<file path="src/rtl/universal_shift_register.sv">
// Parametrised universal shift register with hold/load/shift/rotate/clear modes
// and an MSB-first serializer FSM that reports busy/done.
module universal_shift_register #(
    parameter int unsigned WIDTH = 8,
    parameter int unsigned CNT_W = $clog2(WIDTH)
) (
    input  logic             clk,
    input  logic             rst_n,
    input  logic             en,
    input  logic [2:0]       mode,
    input  logic [WIDTH-1:0] d,
    input  logic             sin,
    input  logic             start,
    output logic [WIDTH-1:0] q,
    output logic             sout,
    output logic             busy,
    output logic             done
);

    if (WIDTH < 2 || WIDTH > 64) begin : g_width_check
        $error("universal_shift_register: WIDTH must be in 2..64");
    end

    localparam logic [2:0] ModeHold  = 3'b000;
    localparam logic [2:0] ModeLoad  = 3'b001;
    localparam logic [2:0] ModeShl   = 3'b010;
    localparam logic [2:0] ModeShr   = 3'b011;
    localparam logic [2:0] ModeRol   = 3'b100;
    localparam logic [2:0] ModeRor   = 3'b101;
    localparam logic [2:0] ModeClear = 3'b110;

    localparam logic [CNT_W-1:0] CntLast = CNT_W'(WIDTH - 1);

    typedef enum logic [1:0] {
        StIdle,
        StShift,
        StDone
    } state_e;

    state_e           state_q, state_d;
    logic [CNT_W-1:0] cnt_q, cnt_d;
    logic [WIDTH-1:0] q_d;
    logic             busy_d;
    logic             done_d;

    always_comb begin
        state_d = state_q;
        cnt_d   = cnt_q;
        q_d     = q;
        busy_d  = busy;
        done_d  = done;
        if (en) begin
            case (state_q)
                StIdle: begin
                    done_d = 1'b0;
                    if (start) begin
                        q_d     = d;
                        cnt_d   = '0;
                        busy_d  = 1'b1;
                        state_d = StShift;
                    end else begin
                        case (mode)
                            ModeLoad:  q_d = d;
                            ModeShl:   q_d = {q[WIDTH-2:0], sin};
                            ModeShr:   q_d = {sin, q[WIDTH-1:1]};
                            ModeRol:   q_d = {q[WIDTH-2:0], q[WIDTH-1]};
                            ModeRor:   q_d = {q[0], q[WIDTH-1:1]};
                            ModeClear: q_d = '0;
                            default:   q_d = q;
                        endcase
                    end
                end
                StShift: begin
                    q_d = {q[WIDTH-2:0], sin};
                    if (cnt_q == CntLast) begin
                        cnt_d   = '0;
                        busy_d  = 1'b0;
                        done_d  = 1'b1;
                        state_d = StDone;
                    end else begin
                        cnt_d = cnt_q + CNT_W'(1);
                    end
                end
                StDone: begin
                    done_d  = 1'b0;
                    state_d = StIdle;
                end
                default: begin
                    busy_d  = 1'b0;
                    done_d  = 1'b0;
                    state_d = StIdle;
                end
            endcase
        end
    end

    always_ff @(posedge clk or negedge rst_n) begin
        if (!rst_n) begin
            state_q <= StIdle;
            cnt_q   <= '0;
            q       <= '0;
            busy    <= 1'b0;
            done    <= 1'b0;
        end else begin
            state_q <= state_d;
            cnt_q   <= cnt_d;
            q       <= q_d;
            busy    <= busy_d;
            done    <= done_d;
        end
    end

    // Outgoing bit of the active direction; SHIFT always drains from the MSB.
    always_comb begin
        sout = 1'b0;
        if (state_q == StShift) begin
            sout = q[WIDTH-1];
        end else if (state_q == StIdle) begin
            case (mode)
                ModeShl, ModeRol: sout = q[WIDTH-1];
                ModeShr, ModeRor: sout = q[0];
                default:          sout = 1'b0;
            endcase
        end
    end

endmodule

</file>
<file path="config.mk">
export PLATFORM = sky130hd
export DESIGN_NAME = universal_shift_register
export DESIGN_NICKNAME = d
export VERILOG_FILES = /design/src/rtl/universal_shift_register.sv
export SDC_FILE = /design/constraint.sdc
export NUM_CORES = 1
export LEC_CHECK = 0
export CAP_MARGIN = 25
export CORE_ASPECT_RATIO = 1.4
export CORE_MARGIN = 4
export CORE_UTILIZATION = 45
export DETAILED_ROUTE_END_ITERATION = 8
export GPL_ROUTABILITY_DRIVEN = 0
export PLACE_DENSITY = 0.77
export SLEW_MARGIN = 20
export SYNTH_ARGS = -nofsm -noshare
export SYNTH_HDL_FRONTEND = slang
export SYNTH_SLANG_ARGS = --single-unit
export TNS_END_PERCENT = 10
</file>
<file path="constraint.sdc">
create_clock -name clk -period 1.7 [get_ports clk]
set_input_delay 0.34 -clock clk [delete_from_list [all_inputs] [get_ports clk]]
set_output_delay 0.34 -clock clk [all_outputs]
set_load 0.01 [all_outputs]
</file>
==> summary.txt, run 1 <==
Status
  – Status: complete, but fails checks
  – Failing checks: negative setup slack

Routing
  – Post-DR wirelength/cell: 16.7 um
  – DRC errors left: 0
  – Vias per std cell: 6.16
  – Starting DRC count in detailed routing: 45
  – Routed via count: 942
  – Drt pass-1 iters: 5
  – Antenna Violating Nets Remaining: 0
  – Total Wirelength: 2.56 mm

Timing
  – WHS: 0.359 ns
  – Slew HR: 74.1%
  – Final Skew: 0.00450 ns
  – Max frequency: 580 MHz
  – Period utilisation layout: 101%
  – Worst Setup Slack, final: -0.0250 ns
  – Worst-Margin Slew: 0.387 ns
  – Final Hold Fails: 0
  – Final setup fails: 2
  – Slew Viols, Final: 0
  – Min Clock Period, post-route: 1.72 ns
  – RSZ-0062 raised after global routing: yes

Floorplan
  – Site Rows: 18
  – Chip height: 60.3 um
  – Initial core utilization: 48.8%
  – Core area: 1800 um2
  – Die width: 45.4 um
  – Top Ports: 27
  – Die area: 2740 um2

Yosys
  – Cell area after synthesis: 880 um2
  – Mapped Nets: 106
  – Yosys warns: 0
  – Avg Cell Area, Syn: 10.0 um2
  – Post-synth EDFFs: 0
  – Gate Count Post-Synth: 88
  – Most used DFF post-synth: dfrtp_1
  – Post-synth ARST share: 100%
  – Fraction of the yosys area taken by sequential cells: 42.7%
  – Synth cell types: 31
  – Seq cells post-synth: 15

Place
  – PortBufs: 26
  – Hpwl dp: 1.84 mm
  – Pre-CTS setup slack: -0.629 ns

Hold path
  – Hold Crit Class: primary input to async pin

Critical path
  – Crit-path max cell delay: 0.36 ns
  – Worst setup path category: primary input to flip-flop
  – Setup crit end kind: flip-flop
  – Startpoint Class: primary input
  – CP Max Fanout: 6
  – Crit path buf inv count: 2
  – CP cell instances: dlygate4sd2_1, buf_4, or3_4, a211o_4, and2_4, mux2_4
  – Critical path's top delay family: simple AND/OR/NAND/NOR gates
  – Critical Path AT: 1.91 ns
  – CP Data Required Time: 1.88 ns
  – Critical Path Slowest Stage Cell: or3_4

Clocking
  – Skew-Pair Late Insertion Delay: 0.29 ns
  – Hold-fix buffers at CTS: 0
  – Clock Sinks: 15
  – Post-CTS Setup Repair Bufs: 0
  – TritonCTS Buffers: 3
  – Clock H-tree levels: 1
  – Clk buf depth: 2
  – TritonCTS clock tree: done
  – Clock transition at path regs: 0.09 ns
  – CTS root buf: clkbuf_4

GRT
  – Global Route Usage Sum: 21.0%
  – Initial antenna violation count: 0
  – First-pass GRT wire length: 4.25 mm
  – Number of global-route vias before repair: 917
  – Largest net degree at the start of global routing: 16
  – GRT overflow: 0

Pwr
  – LEAKAGE: 0.583 nW
  – Pwr/cell area: 1440 nW/um2
  – Worst VDD drop: 910 uV

Cells and area
  – Antenna cell count: 0
  – Final nets: 152
  – Most frequent cells in the layout: clkdlybuf4s50_1, a21oi_1, buf_4
  – Share of layout cells above drive strength 1: 23.3%
  – Area grow syn2layout: 51.4%
  – Commonest non-fill, non-tap cell in the layout: clkdlybuf4s50_1

Job
  – Max Cap Viol: 0
-- metrics by stage --
step / util (%) / TNS, ns / power, mW / area, um2 / cells
5_1_grt: 73.9 / -0.225 / 2.07 / 1330 / 153
2_1_floorplan: - / -0.0549 / 1.18 / 880 / 88
3_3_place_gp: 70.9 / -4.21 / 1.67 / 1280 / 149
4_1_cts: 72.8 / -0.00206 / 1.92 / 1310 / 153
3_5_place_dp: 70.9 / -4.35 / 1.70 / 1280 / 149
6_report: 73.9 / -0.0260 / 1.92 / 1330 / 153
-- cells by family after synthesis --
kind of cell	count (synthesis)	synth area share, %
XOR/XNOR	1	0.996
AND/OR/NAND/NOR	20	14.1
flip-flops	15	42.7
adder cells (fa/ha/maj)	2	2.84
multiplexers	1	1.71
buffers and inverters	5	2.99
AO/OA/AOI/OAI	44	34.7
-- synthesized netlist by cell type, types with 2 or more instances --
| master | count | area share, % |
|---|---|---|
| or3_1 | 2 | 1.4 |
| o31ai_1 | 2 | 1.7 |
| a22o_1 | 4 | 4.0 |
| o21ai_0 | 4 | 2.3 |
| dfrtp_1 | 15 | 43 |
| ha_1 | 2 | 2.8 |
| a222oi_1 | 6 | 6.8 |
| nor2_1 | 3 | 1.3 |
| nand3b_1 | 3 | 2.6 |
| nand2_1 | 4 | 1.7 |
| a21boi_0 | 2 | 1.7 |
| a21oi_1 | 20 | 11 |
| inv_1 | 3 | 1.3 |
-- area by class of cell --
class | count | area (um2)
multi-input cells | 68 | 507
inverters | 3 | 11.3
repair buffers | 43 | 385
fillers | 137 | 470
clock inverters | 1 | 5.00
well taps | 20 | 25.0
flip-flops and latches | 15 | 375
clock buffers | 3 | 22.5
-- repair_timing --
action	in CTS	in global routing
pin swaps	4	1
hold endpoints to repair	0	0
endpoints found under the setup margin	10	6
resized for setup	12	5
-- sequential cells by signal, summed over array words and instances, names as in the netlist --
register,flops
cnt_q,3
busy,1
done,1
q,8
state_q,2
-- final timing paths --
path / startpoint / end / slack, ns / cells past startpoint
min reg2reg: cnt_q[2] / cnt_q[2] / 0.52 / 1
min: rst_n / cnt_q[0] / 0.36 / 2
max: mode[1] / q[0] / -0.02 / 6
max reg2reg: state_q[0] / q[5] / 0.10 / 5
max in group asynchronous: rst_n / q[5] / 1.16 / 2
min in group clk: cnt_q[2] / cnt_q[2] / 0.52 / 1
-- layer usage --
metal	vias up	wire, um	GRT usage, %
met5	-	0	0
met4	0	61	8.79
met3	6	173	2.11
met2	50	1320	35.2
met1	448	1000	27.0
li1	438	-	-
-- report_power, final --
part	total, mW	switching, mW	internal, mW
registers	0.648	0.135	0.513
clock network	0.210	0.122	0.0877
logic	1.06	0.499	0.564
Power figures use the tool's default switching activity.
==> inputs of run 2 (changes only) <==
- CORE_ASPECT_RATIO: 1.4 -> unset
- CORE_UTILIZATION: 45 -> 35
- PLACE_DENSITY: 0.77 -> 0.65
- clock period: 1.7 -> 1.4 ns (I/O delays scaled with it)
==> run 2 against run 1 <==
The flow still finishes with violations (negative setup slack). Die area is 24% higher. Worst hold slack worse by 0.14 ns. Register-to-register slack worse by 0.22 ns. Final area is 4.6% higher. Sequential power is 20% higher. Clock-buffer cell count stayed put. Worst setup slack worse by 0.17 ns. First-iteration DRC count is 13% higher. Largest cell class unchanged.
==> summary.txt, run 2 (same netlist as run 1, synthesis figures left out) <==
Status
  – Status: complete, but fails checks
  – Failing checks: negative setup slack

Cells and area
  – Antenna cell count: 0
  – # fillers: 208
  – Largest register FFs: 8
  – Post-route cell area: 1390 um2
  – Regs by FF count: q (8), cnt_q (3), state_q (2)
  – Final nets: 157
  – Share of layout cells above drive strength 1: 31.9%
  – Commonest non-fill, non-tap cell in the layout: buf_4
  – Most frequent cells in the layout: buf_4, a21oi_1, dfrtp_1
  – Area grow syn2layout: 58.3%
  – Largest Register: q

Pwr
  – Pwr/cell area: 1720 nW/um2
  – LEAKAGE: 0.611 nW
  – Total power: 2.40 mW
  – Worst VDD drop: 1150 uV

Floorplan
  – Die area: 3380 um2
  – Die width: 58.1 um
  – Initial core utilization: 38.3%
  – Site Rows: 17
  – Core area: 2300 um2
  – Top Ports: 27
  – Chip height: 58.1 um

Timing
  – WHS: 0.223 ns
  – RSZ-0062 raised after global routing: yes
  – Min Clock Period, post-route: 1.59 ns
  – Max frequency: 628 MHz
  – Period utilisation layout: 114%
  – Worst-Margin Slew: 0.411 ns
  – Final Hold Fails: 0
  – Slew HR: 72.6%
  – Final Skew: 0.00239 ns
  – Slew Viols, Final: 0
  – Total Neg Setup Slack: -1.31 ns
  – Worst Setup Slack, final: -0.192 ns
  – Final setup fails: 9

GRT
  – First-pass GRT wire length: 4.06 mm
  – GRT overflow: 0
  – Largest net degree at the start of global routing: 11
  – Initial antenna violation count: 0
  – Global Route Usage Sum: 15.5%
  – Number of global-route vias before repair: 869

Critical path
  – Worst setup path category: primary input to flip-flop
  – CP Data Required Time: 1.58 ns
  – CP cell instances: dlygate4sd2_1, buf_6, or3_1, a211o_4, and2_4, mux2_4
  – Setup crit end kind: flip-flop
  – Critical Path Slowest Stage Cell: a211o_4
  – Crit-path max cell delay: 0.33 ns
  – Register-to-Register Path Depth: 5
  – Startpoint Class: primary input
  – R2r startpoint: state_q[0]
  – Critical Path AT: 1.77 ns
  – CP Max Fanout: 6
  – R2R Setup Slk: -0.12 ns
  – Reg-to-Reg End: q[3]

Routing
  – Starting DRC count in detailed routing: 51
  – Post-DR wirelength/cell: 15.6 um
  – Total Wirelength: 2.58 mm
  – Vias per std cell: 5.51
  – Routed via count: 915
  – DRC errors left: 0
  – Antenna Violating Nets Remaining: 0
  – Drt pass-1 iters: 4

Clocking
  – Clock transition at path regs: 0.10 ns
  – Clock Sinks: 15
  – CTS root buf: clkbuf_4
  – TritonCTS Buffers: 3
  – Skew-Pair Late Insertion Delay: 0.28 ns
  – Hold-fix buffers at CTS: 0
  – TritonCTS clock tree: done
  – Clock H-tree levels: 1
  – Clk buf depth: 2

Place
  – Hpwl dp: 1.88 mm
  – Post-place instance area: 1320 um2
  – Pre-CTS setup slack: -0.779 ns
  – PortBufs: 26

Job
  – Max Cap Viol: 0

Hold path
  – Hold Crit Class: primary input to async pin
-- run 2: per-layer routing --
metal | GRT usage, % | vias up | wire [um] | share of wire [%]
met5 | 0 | - | 0 | 0
li1 | - | 449 | - | -
met2 | 22.7 | 29 | 1230 | 48
met4 | 6.62 | 0 | 27 | 1.0
met3 | 2.00 | 2 | 119 | 4.6
met1 | 22.6 | 435 | 1210 | 47
-- run 2: final cells by class --
cell class | instances | area (um2) | share of cell area, %
sequential | 15 | 377 | 27.0
clock buffer | 3 | 22.5 | 1.62
clock inverter | 1 | 5.00 | 0.359
tap | 28 | 35.0 | 2.52
inverter | 3 | 11.3 | 0.809
multi-input combinational | 68 | 528 | 37.9
timing repair buffer | 48 | 414 | 29.7
-- run 2: timing repair --
action	in CTS	in global routing
resized for setup	23	15
buffers inserted	1	0
pin swaps	2	0
setup endpoints to repair	19	15
gates cloned	0	0
-- run 2: power by group --
group	leakage, nW	switching [mW]	internal [mW]
combinational	0.426	0.642	0.725
clock	0.0177	0.146	0.106
sequential	0.167	0.153	0.623
total	0.611	0.942	1.45
-- run 2: critical path, delay by kind of cell --
family                 cells  cell delay (ns)
multiplexers               1             0.29
AO/OA/AOI/OAI              1             0.33
buffers and inverters      2             0.39
AND/OR/NAND/NOR            2             0.48
-- run 2: through the flow --
step,std cells,util [%]
floorplan,88,-
global placement,161,57.4
detailed placement,161,57.4
CTS,166,58.9
global route,166,60.6
finish,166,60.6
-- run 2: worst max-delay path by stage --
stage               start   end  slack, ns  cells after the start
4_1_cts        state_q[0]  sout      -0.19                      3
3_5_place_dp      mode[1]  sout      -0.78                      7
6_report          mode[1]  q[0]      -0.19                      6
3_3_place_gp      mode[1]  sout      -0.75                      5
5_1_grt        state_q[0]  sout      -0.25                      3
2_1_floorplan     mode[0]  q[0]      -0.29                      5
==> inputs of run 3 (changes only) <==
- CAP_MARGIN: 25 -> 40
- HOLD_SLACK_MARGIN: unset -> 0.03
- PLACE_DENSITY: 0.65 -> unset
- clock period: 1.4 -> 2 ns (I/O delays scaled with it)
==> run 3 against run 2 <==
The flow now finishes without violations. Worst hold slack better by 0.20 ns. Cell count is 4.8% lower. Clock-buffer cell count stayed put. Via count is 0.55% lower. Global-route usage is 0.085 points lower. Sequential cell count stayed put. Sequential power is 28% lower. Sequential share of layout area is 2.1 points higher. Non-clock buffer count is 8 lower. Combinational power is 37% lower. Critical path type unchanged. Largest cell class unchanged.
==> summary.txt, run 3 (same netlist as run 1, synthesis figures left out) <==
GRT
  – Number of global-route vias before repair: 879
  – GRT overflow: 0
  – First-pass GRT wire length: 4.04 mm
  – Largest net degree at the start of global routing: 16
  – Global Route Usage Sum: 15.4%
  – Initial antenna violation count: 0

Routing
  – Antenna Violating Nets Remaining: 0
  – Routed via count: 910
  – Drt pass-1 iters: 5
  – DRC errors left: 0
  – Total Wirelength: 2.53 mm
  – Post-DR wirelength/cell: 16.0 um
  – Vias per std cell: 5.76
  – Starting DRC count in detailed routing: 46

Critical path
  – Startpoint Class: primary input
  – Worst setup path category: primary input to flip-flop
  – Critical Path Slowest Stage Cell: clkdlybuf4s50_1
  – CP cell instances: clkdlybuf4s50_1, buf_4, or3_1, a211o_4, and2_4, mux2_4
  – Setup crit end kind: flip-flop
  – CP Data Required Time: 2.18 ns
  – Crit-path max cell delay: 0.42 ns
  – Critical Path AT: 2.16 ns
  – CP Max Fanout: 7

Timing
  – Min Clock Period, post-route: 1.99 ns
  – Period utilisation layout: 99.3%
  – WHS: 0.421 ns
  – Worst Setup Slack, final: 0.0147 ns
  – Final setup fails: 0
  – Final Hold Fails: 0
  – Slew HR: 58.7%
  – Worst-Margin Slew: 0.618 ns
  – Total Neg Setup Slack: 0 ns
  – RSZ-0062 raised after global routing: no
  – Slew Viols, Final: 0
  – Max frequency: 504 MHz
  – Final Skew: 0.00329 ns

Cells and area
  – Regs by FF count: q (8), cnt_q (3), state_q (2)
  – Largest register FFs: 8
  – # fillers: 225
  – Commonest non-fill, non-tap cell in the layout: clkdlybuf4s50_1
  – Share of layout cells above drive strength 1: 19.2%
  – Final nets: 149
  – Area occupied by multi-input gates: 482 um2
  – Area grow syn2layout: 46.5%
  – Reg area: 375 um2
  – Antenna cell count: 0
  – Largest Register: q
  – Most frequent cells in the layout: clkdlybuf4s50_1, a21oi_1, dfrtp_1

Place
  – PortBufs: 26
  – Pre-CTS setup slack: -0.457 ns
  – Hpwl dp: 1.89 mm

Clocking
  – Clock H-tree levels: 1
  – Clk buf depth: 2
  – CTS root buf: clkbuf_4
  – TritonCTS Buffers: 3
  – Hold-fix buffers at CTS: 0
  – Skew-Pair Late Insertion Delay: 0.29 ns
  – TritonCTS clock tree: done
  – Clock transition at path regs: 0.10 ns
  – Clock Sinks: 15

Floorplan
  – Die width: 58.1 um
  – Initial core utilization: 38.3%
  – Site Rows: 17
  – Chip height: 58.1 um
  – Die area: 3380 um2
  – Top Ports: 27
  – Core area: 2300 um2

Pwr
  – Pwr/cell area: 1240 nW/um2
  – LEAKAGE: 0.546 nW
  – Worst VDD drop: 810 uV
  – Total power: 1.60 mW

Status
  – Status: finished clean

Job
  – Max Cap Viol: 0

Hold path
  – Hold Crit Class: primary input to async pin
-- run 3: worst max-delay path, delay by kind of cell --
kind                   cells  cell delay [ns]
AND/OR/NAND/NOR            2             0.54
AO/OA/AOI/OAI              1             0.34
multiplexers               1             0.29
buffers and inverters      2             0.59
-- run 3: report_power, final --
group / total [mW] / switching (mW) / internal (mW)
clock: 0.180 / 0.106 / 0.0743
combinational: 0.863 / 0.392 / 0.471
sequential: 0.556 / 0.120 / 0.436
total: 1.60 / 0.618 / 0.981
-- run 3: what timing repair did --
item,in CTS,in global routing
endpoints found under the hold margin,0,0
buffers inserted,1,0
resized for setup,8,0
setup endpoints to repair,1,0
-- run 3: cell type report --
| class | count | share of cell area (%) |
|---|---|---|
| Inverter | 3 | 0.874 |
| Clock buffer | 3 | 1.75 |
| Tap cell | 28 | 2.72 |
| Multi-Input combinational cell | 68 | 37.4 |
| Timing Repair Buffer | 40 | 27.8 |
| Clock inverter | 1 | 0.388 |
| Sequential cell | 15 | 29.1 |
-- run 3: metal layers --
metal	track usage, %	wire length, um	vias to the layer above
li1	-	-	434
met1	21.2	1210	436
met2	23.2	1120	38
met3	4.90	174	2
met4	3.97	17	0
met5	0	0	-
-- run 3: worst paths after layout --
check / start / endpoint / slack, ns / cells after the start
worst max-delay path: mode[0] / q[0] / 0.01 / 6
worst min-delay path: rst_n / state_q[1] / 0.42 / 2
worst max register to register: state_q[0] / q[6] / 0.23 / 5
worst min register to register: cnt_q[1] / cnt_q[1] / 0.52 / 1
max in group asynchronous: rst_n / q[4] / 1.40 / 2
min in group clk: cnt_q[1] / cnt_q[1] / 0.52 / 1
-- run 3: metrics by stage --
step / cells / utilization [%] / cell area [um2]
floorplan: 88 / - / 880
global placement: 153 / 54.7 / 1260
detailed placement: 153 / 54.7 / 1260
CTS: 158 / 56.1 / 1290
global route: 158 / 56.1 / 1290
finish: 158 / 56.1 / 1290
